## src/rtl/probe_capture_buf.sv

```systemverilog
// Circular capture RAM with write/read pointers and fill count.
// A push into a full buffer overwrites the oldest entry and drags the read pointer along.
module probe_capture_buf #(
  parameter int unsigned DEPTH  = 16,
  parameter int unsigned DATA_W = 8
) (
  input  logic                         clk_i,
  input  logic                         rst_ni,
  input  logic                         clear_i,
  input  logic                         push_i,
  input  logic                         pop_i,
  input  logic [DATA_W-1:0]            wdata_i,
  output logic [DATA_W-1:0]            rdata_o,
  output logic [$clog2(DEPTH+1)-1:0]   count_o,
  output logic                         empty_o
);

  localparam int unsigned PTR_W = $clog2(DEPTH);
  localparam int unsigned CNT_W = $clog2(DEPTH + 1);

  logic [DATA_W-1:0] mem_q [DEPTH];
  logic [PTR_W-1:0]  wr_q, wr_d, rd_q, rd_d;
  logic [CNT_W-1:0]  count_q, count_d;
  logic              full;

  assign full = (count_q == CNT_W'(DEPTH));

  always_comb begin
    wr_d    = wr_q;
    rd_d    = rd_q;
    count_d = count_q;
    if (clear_i) begin
      wr_d    = '0;
      rd_d    = '0;
      count_d = '0;
    end else begin
      if (push_i) begin
        wr_d = wr_q + 1'b1;
      end
      if (pop_i || (push_i && full)) begin
        rd_d = rd_q + 1'b1;
      end
      case ({push_i, pop_i})
        2'b10:   count_d = full ? count_q : count_q + 1'b1;
        2'b01:   count_d = count_q - 1'b1;
        default: count_d = count_q;
      endcase
    end
  end

  always_ff @(posedge clk_i) begin
    if (!rst_ni) begin
      wr_q    <= '0;
      rd_q    <= '0;
      count_q <= '0;
    end else begin
      wr_q    <= wr_d;
      rd_q    <= rd_d;
      count_q <= count_d;
    end
  end

  always_ff @(posedge clk_i) begin
    if (push_i && !clear_i) begin
      mem_q[wr_q] <= wdata_i;
    end
  end

  assign rdata_o = mem_q[rd_q];
  assign count_o = count_q;
  assign empty_o = (count_q == '0);

endmodule

```

## config.mk

```make
export PLATFORM = sky130hd
export DESIGN_NAME = probe_capture_buf
export DESIGN_NICKNAME = d
export VERILOG_FILES = /design/src/rtl/probe_capture_buf.sv
export SDC_FILE = /design/constraint.sdc
export NUM_CORES = 1
export LEC_CHECK = 0
export ABC_AREA = 1
export BUFFER_PORTS_ARGS = -buffer_cell sky130_fd_sc_hd__buf_2
export CELL_PAD_IN_SITES_DETAIL_PLACEMENT = 2
export CELL_PAD_IN_SITES_GLOBAL_PLACEMENT = 2
export CORE_MARGIN = 5
export CORE_UTILIZATION = 36
export CTS_CLUSTER_SIZE = 24
export DETAILED_ROUTE_END_ITERATION = 6
export PLACE_DENSITY = 0.69
export SYNTH_ARGS = -nofsm -noshare
export SYNTH_HDL_FRONTEND = slang
export SYNTH_SLANG_ARGS = --single-unit
```

## constraint.sdc

```tcl
create_clock -name clk_i -period 1.5 [get_ports clk_i]
set_input_delay 0.075 -clock clk_i [delete_from_list [all_inputs] [get_ports clk_i]]
set_output_delay 0.075 -clock clk_i [all_outputs]
set_load 0.02 [all_outputs]
```

==> insert_results.sql, run 1 <==
INSERT INTO impl_metrics (metric_group, metric, value, unit) VALUES
('sta', 'rsz0062_at_grt', 'yes', ''),
('route', 'post_drt_wl_per_cell', '26.1', 'um'),
('pwr', 'gate_power_share', '8.0', '%'),
('pwr', 'power_switching_share', '22.7', '%'),
('route', 'total_detailed_routing_wirelength', '20700', 'um'),
('logic_synthesis', 'yosys.area.top_type_share', '65.2', '%'),
('route', 'firstDrtPassIters', '4', ''),
('grt', 'grt_antenna_before_repair', '0', ''),
('logic_synthesis', 'synth.largest_area_cell', 'sky130_fd_sc_hd__edfxtp_1', ''),
('sta', 'post-route-min-period', '1920', 'ps'),
('critical_path', 'critical_path_peak_fanout', '6', ''),
('critical_path', 'worst_path_dominant_cell_family', 'buffers and inverters', ''),
('placed_design', 'dp_slack', '-44.9', 'ps'),
('route', 'route.vias.total', '4375', ''),
('route', 'vias_per_cell', '5.52', ''),
('sta', 'post-route-period-util', '128', '%'),
('route', 'drc', '0', ''),
('pwr', 'leakagePower', '2.73', 'nW'),
('placed_design', 'buffer_ports.inserted', '26', ''),
('grt', 'global_route.usage.total', '21.5', '%'),
('critical_path', 'worst_setup_path_start_kind', 'flip-flop', ''),
('pwr', 'cell_int_power', '7.12', 'mW'),
('pwr', 'power.share.clock', '43.8', '%'),
('critical_path', 'end_kind', 'output pin', ''),
('sta', 'tightest_pin_transition', '342', 'ps'),
('floorplan', 'fp.dieH', '138', 'um'),
('logic_synthesis', 'synth_seq_area_share', '70.9', '%'),
('sta', 'worst_slew_margin_rel', '77.2', '%'),
('clock_tree', 'clk_latency', '430', 'ps'),
('logic_synthesis', 'ys_warn_count', '0', ''),
('clock_tree', 'numCtsBuffers', '17', ''),
('min_path', 'hold_path_class', 'primary input to flip-flop', ''),
('floorplan', 'design.portCount', '27', ''),
('run_status', 'status', 'finished with violations', ''),
('finish', 'final_common_cell', 'sky130_fd_sc_hd__edfxtp_1', ''),
('logic_synthesis', 'register_bit_total_from_synthesis', '145', ''),
('floorplan', 'row_count', '46', ''),
('critical_path', 'worst-endpoint-required', '1420', 'ps'),
('clock_tree', 'htree_num_levels', '4', ''),
('pwr', 'power', '9.21', 'mW'),
('clock_tree', 'max-clock-path-buffers', '2', ''),
('grt', 'via_count_of_the_first_global_routing_pass', '4861', ''),
('logic_synthesis', 'synthesis.area_per_instance', '12.1', 'sq um'),
('finish', 'mostFrequentLayoutCells', 'sky130_fd_sc_hd__edfxtp_1 (128), sky130_fd_sc_hd__nor2_1 (69), sky130_fd_sc_hd__o21ai_1 (43)', ''),
('clock_tree', 'clock_sinks', '145', ''),
('critical_path', 'cp_data_arrival_time', '1850', 'ps'),
('floorplan', 'chip_width', '138', 'um'),
('pwr', 'switching_power', '2.09', 'mW'),
('pwr', 'seqPwrFrac', '48.3', '%'),
('finish', 'fillers', '1570', ''),
('sta', 'finalHoldViolations', '0', ''),
('sta', 'setup_violations', '8', ''),
('run_status', 'violations', 'setup timing', ''),
('grt', 'grt_first_pass_wirelength', '30500', 'um'),
('job', 'max_cap_viol_count', '0', ''),
('logic_synthesis', 'synth_area_leaders', 'sky130_fd_sc_hd__edfxtp_1 (65%), sky130_fd_sc_hd__nor2_1 (6.2%), sky130_fd_sc_hd__dfxtp_1 (5.8%), sky130_fd_sc_hd__o221ai_1 (3.9%), sky130_fd_sc_hd__o21ai_1 (3.3%)', ''),
('clock_tree', 'cts_root_buf', 'sky130_fd_sc_hd__clkbuf_16', ''),
('critical_path', 'critPathKind', 'flip-flop to output pin', ''),
('critical_path', 'cp_slowest_cell', 'sky130_fd_sc_hd__dfxtp_4', ''),
('floorplan', 'core', '16000', 'sq um'),
('clock_tree', 'worst_setup_hold_path_clk_slew', '60', 'ps'),
('logic_synthesis', 'yosys.cell_types.count', '29', ''),
('finish', 'finalNetCount', '583', ''),
('logic_synthesis', 'syn_nets', '506', ''),
('placed_design', 'placedInstanceArea', '6540', 'sq um'),
('critical_path', 'timing.critical_path.buf_inv', '3', ''),
('sta', 'skew', '9.27', 'ps'),
('sta', 'fin_ws', '-421', 'ps'),
('grt', 'pin_count_of_the_biggest_net_entering_global_routing', '25', ''),
('route', 'remaining_antenna_violation_count_after_routing', '0', ''),
('finish', 'drive_above_1_share', '31.8', '%');
-- registers in the layout (all words and copies together) (netlist names), named ones only --
register  count
rd_q          4
count_o       5
mem_q       128
wr_q          4
-- through the flow --
stage	instances	TNS, ps	utilization [%]
after floorplan	486	0	-
after global placement	738	-29.7	40.9
after detailed placement	738	-240	40.9
after CTS	786	-3450	47.5
after global routing	792	-4870	48.8
final	793	-3210	48.8
-- cell type report --
type	count	area (sq um)	share of cell area (%)
clock inverter	13	120	1.54
clock buffer	19	433	5.54
sequential	145	4190	53.7
antenna	1	2.50	0.0320
inverter	26	109	1.39
tap	216	270	3.46
multi-input combinational	291	1750	22.4
timing repair buffer	82	937	12.0
-- cells by family after synthesis --
logic type                 count (synthesis)  synth area share, %
and+or+nand+nor                          162                 11.1
DFF                                      145                 70.9
AOI/OAI and AO/OA                        120                 12.3
buffers and inverters                     50                 3.90
adders and majority gates                  7                 1.48
xor gates and xnor gates                   2                0.297
-- synth_stat cells --
cell type and number:
sky130_fd_sc_hd__nor2_2 1, sky130_fd_sc_hd__ha_1 7, sky130_fd_sc_hd__edfxtp_1 128, sky130_fd_sc_hd__inv_1 19, sky130_fd_sc_hd__xnor2_1 1, sky130_fd_sc_hd__nor3_1 1, sky130_fd_sc_hd__nand2_2 1, sky130_fd_sc_hd__nand3b_1 1
sky130_fd_sc_hd__nor2_1 97, sky130_fd_sc_hd__buf_1 1, sky130_fd_sc_hd__buf_4 6, sky130_fd_sc_hd__nand3_1 22, sky130_fd_sc_hd__nand3_2 1, sky130_fd_sc_hd__inv_4 1, sky130_fd_sc_hd__nand2_1 36, sky130_fd_sc_hd__dfxtp_1 17
sky130_fd_sc_hd__xor2_1 1, sky130_fd_sc_hd__o221ai_1 26, sky130_fd_sc_hd__a211oi_1 1, sky130_fd_sc_hd__a21oi_1 12, sky130_fd_sc_hd__buf_2 14, sky130_fd_sc_hd__o22ai_1 3, sky130_fd_sc_hd__inv_2 6, sky130_fd_sc_hd__a21oi_2 1
sky130_fd_sc_hd__o21ai_0 32, sky130_fd_sc_hd__nand4_1 2, sky130_fd_sc_hd__o211ai_1 6, sky130_fd_sc_hd__o21ai_1 39, sky130_fd_sc_hd__clkbuf_1 3
-- routing by layer --
metal | share of wire [%] | vias to the layer above | global-route usage [%]
met4 | 2.4 | 0 | 8.89
li1 | - | 1937 | -
met2 | 54 | 116 | 38.5
met5 | 0 | - | 0
met3 | 4.5 | 33 | 3.83
met1 | 39 | 2289 | 25.3
-- repair_timing --
item | 4_1_cts | 5_1_grt
setup buffers | 9 | 6
pin swaps | 33 | 28
resized for setup | 76 | 47
hold buffers | 1 | 0
endpoints found under the hold margin | 3 | 0
setup endpoints to repair | 21 | 112
cloned | 6 | 0
-- worst paths after layout --
| path | startpoint | end | slack (ps) | cells past startpoint |
|---|---|---|---|---|
| worst max register to register | wr_q[0] | mem_q[15][2] | 20 | 4 |
| worst max-delay path | flip-flop | rdata_o[5] | -420 | 7 |
| worst min register to register | count_o[0] | count_o[0] | 470 | 1 |
| worst min-delay path | wdata_i[3] | mem_q[7][3] | 30 | 1 |
-- power by group through the flow --
stage / Sequential [mW] / Clock (mW) / Combinational (mW)
after floorplan: 4.52 / 0 / 0.290
after global placement: 4.52 / 0 / 0.500
after detailed placement: 4.52 / 0 / 0.531
after CTS: 4.44 / 4.07 / 0.691
after global routing: 4.45 / 4.33 / 0.794
final: 4.44 / 4.03 / 0.735
Power figures use the tool's default switching activity.
==> run 2, diff against run 1 <==
Settings changed: CORE_MARGIN 5 to 1.5, SKIP_CTS_REPAIR_TIMING from default to 1.
==> run 2 against run 1 <==
The flow still finishes with violations (setup timing). Hold slack improved by 6.3 ps. Clock-buffer cell count unchanged. Sequential power about the same. Critical endpoint is now rdata_o[7]. Die area decreased by 9.9%. Worst setup slack got worse by 36 ps. Flip-flop and latch count unchanged.
==> insert_results.sql, run 2 (synthesized netlist as in run 1, its figures left out) <==
INSERT INTO impl_metrics (metric_group, metric, value, unit) VALUES
('run_status', 'status', 'finished with violations', ''),
('run_status', 'violations', 'setup timing', ''),
('clock_tree', 'cts_tree', 'yes', ''),
('floorplan', 'starting_density_of_the_core', '37.0', '%'),
('placed_design', 'buffer_ports.inserted', '26', ''),
('pwr', 'worst_ir_drop_vdd', '0.000805', 'V'),
('clock_tree', 'clk_latency', '430', 'ps'),
('critical_path', 'critical_path.cell_chain', 'buf_4, clkbuf_16, nor2_1, o221ai_1, nand3_1, nand2_1, buf_4', ''),
('floorplan', 'core', '15900', 'sq um'),
('finish', 'area_used_by_multi_input_combinational_logic', '1620', 'sq um'),
('grt', 'grt_antenna_before_repair', '0', ''),
('floorplan', 'fp.dieH', '131', 'um'),
('sta', 'rsz0062_at_grt', 'yes', ''),
('sta', 'fin_ws', '-457', 'ps'),
('route', 'vias_per_cell', '5.47', ''),
('job', 'max_cap_viol_count', '0', ''),
('sta', 'worst_slew_margin_rel', '66.5', '%'),
('floorplan', 'chip_width', '131', 'um'),
('critical_path', 'ff2ff_path_depth', '4', ''),
('pwr', 'leakagePower', '2.63', 'nW'),
('sta', 'setup_violations', '8', ''),
('finish', 'mostFrequentLayoutCells', 'sky130_fd_sc_hd__edfxtp_1 (128), sky130_fd_sc_hd__nor2_1 (82), sky130_fd_sc_hd__o21ai_1 (41)', ''),
('placed_design', 'dp_hpwl', '11400', 'um'),
('min_path', 'whs_path_depth', '3', ''),
('finish', 'non_filler_instance_count_after_layout', '785', ''),
('route', 'drc', '0', ''),
('finish', 'fillers', '1596', ''),
('finish', 'antenna-diode-count', '0', ''),
('grt', 'globalRouteMet1Util', '27.5', '%'),
('clock_tree', 'cts_root_buf', 'sky130_fd_sc_hd__clkbuf_16', ''),
('grt', 'global_route.usage.total', '23.0', '%'),
('critical_path', 'ff2ff_setup_slack', '20', 'ps'),
('grt', 'via_count_of_the_first_global_routing_pass', '4613', ''),
('sta', 'slew_violations', '0', ''),
('finish', 'largest-register', 'mem_q', ''),
('clock_tree', 'worst_setup_hold_path_clk_slew', '60', 'ps'),
('floorplan', 'total_die_area', '17200', 'sq um'),
('critical_path', 'end_kind', 'output pin', ''),
('grt', 'grt.busiest_layer', 'met2', ''),
('finish', 'regArea', '4190', 'sq um'),
('clock_tree', 'numCtsBuffers', '17', ''),
('clock_tree', 'max-clock-path-buffers', '2', ''),
('route', 'route.vias.total', '4295', ''),
('grt', 'met2_usage', '39.3', '%'),
('critical_path', 'worst_setup_path_start_kind', 'flip-flop', ''),
('placed_design', 'placedInstanceArea', '6550', 'sq um'),
('critical_path', 'timing.critical_path.slowest_cell_delay', '410', 'ps'),
('placed_design', 'dp_slack', '-44.3', 'ps'),
('finish', 'finalNetCount', '577', ''),
('grt', 'pin_count_of_the_biggest_net_entering_global_routing', '53', ''),
('finish', 'largest_reg_flops', '128', ''),
('grt', 'overflow', '0', ''),
('sta', 'post-route-period-util', '130', '%'),
('sta', 'skew', '10.7', 'ps'),
('route', 'total_detailed_routing_wirelength', '19100', 'um'),
('critical_path', 'cpMostUsedCell', 'sky130_fd_sc_hd__buf_4', ''),
('finish', 'final_cell_area', '7460', 'sq um'),
('pwr', 'pwr_density_cell', '1270', 'nW/um^2'),
('critical_path', 'worst-endpoint-required', '1420', 'ps'),
('finish', 'drive_above_1_share', '26.2', '%'),
('route', 'firstDrtPassIters', '4', ''),
('clock_tree', 'clock_sinks', '145', ''),
('placed_design', 'gp_congestion', '0.764', ''),
('sta', 'post-route-min-period', '1960', 'ps'),
('finish', 'area.growth.synth_to_final', '26.5', '%'),
('grt', 'met3_usage', '5.54', '%'),
('critical_path', 'r2r-start', 'wr_q[0]', ''),
('min_path', 'worstHoldStart', 'push_i', ''),
('sta', 'fmax', '511', 'MHz'),
('floorplan', 'row_count', '46', ''),
('min_path', 'min_to', 'wr_q[2]', ''),
('sta', 'tightest_pin_transition', '502', 'ps'),
('sta', 'final_hold_slack', '36.6', 'ps'),
('floorplan', 'design.portCount', '27', ''),
('critical_path', 'cp_slowest_cell', 'sky130_fd_sc_hd__dfxtp_4', ''),
('route', 'detailedRoute.firstIterationViolations', '258', ''),
('critical_path', 'critPathKind', 'flip-flop to output pin', ''),
('finish', 'final_common_cell', 'sky130_fd_sc_hd__edfxtp_1', ''),
('grt', 'grt_first_pass_wirelength', '27700', 'um'),
('critical_path', 'critical_path_peak_fanout', '13', ''),
('route', 'remaining_antenna_violation_count_after_routing', '0', ''),
('placed_design', 'number_of_cells_after_detailed_placement', '748', ''),
('sta', 'finalHoldViolations', '0', ''),
('route', 'post_drt_wl_per_cell', '24.3', 'um'),
('critical_path', 'crit-reg2reg-capture', 'mem_q[7][5]', ''),
('critical_path', 'cp_data_arrival_time', '1880', 'ps'),
('min_path', 'hold_path_class', 'primary input to flip-flop', ''),
('clock_tree', 'htree_num_levels', '4', '');
[run 2: report_power, final]
group | switching, mW | leakage, nW | internal [mW]
combinational | 0.399 | 1.04 | 0.214
sequential | 0.0219 | 1.29 | 4.42
clock | 1.66 | 0.289 | 2.75
[run 2: critical path, delay by kind of cell (launching register included)]
family | cells | cell delay [ps]
compound gates | 1 | 210
buf+inv | 3 | 480
simple gates | 3 | 340
flops | 1 | 410
[run 2: per-layer routing]
layer / vias to the layer above / share of wire [%]
met1: 2227 / 42
li1: 1919 / -
met2: 103 / 51
met3: 46 / 3.6
met4: 0 / 3.3
met5: - / 0
[run 2: area by class of cell]
| class | count | share of cell area (%) |
|---|---|---|
| timing repair buffer | 76 | 8.99 |
| clock inverter | 12 | 2.23 |
| clock buffer | 19 | 5.80 |
| multi-input combinational | 291 | 21.8 |
| tap | 216 | 3.62 |
| inverter | 26 | 1.41 |
| sequential | 145 | 56.2 |
[run 2: through the flow]
step	util [%]	setup TNS (ps)	power, mW
3_3_place_gp	41.1	0	5.02
3_5_place_dp	41.1	-69.2	5.04
5_1_grt	46.8	-4750	9.74
6_report	46.8	-3330	9.46
2_1_floorplan	-	0	4.81
4_1_cts	44.9	-6000	9.48
[run 2: worst max-delay path by stage]
| stage | cells after the start | slack (ps) | start | to |
|---|---|---|---|---|
| 4_1_cts | 6 | -560 | flip-flop | rdata_o[2] |
| 3_3_place_gp | 6 | 30 | flip-flop | rdata_o[2] |
| 6_report | 7 | -460 | flip-flop | rdata_o[7] |
| 2_1_floorplan | 12 | 40 | count_o[1] | count_o[4] |
| 5_1_grt | 9 | -550 | flip-flop | rdata_o[5] |
| 3_5_place_dp | 12 | -40 | push_i | count_o[4] |
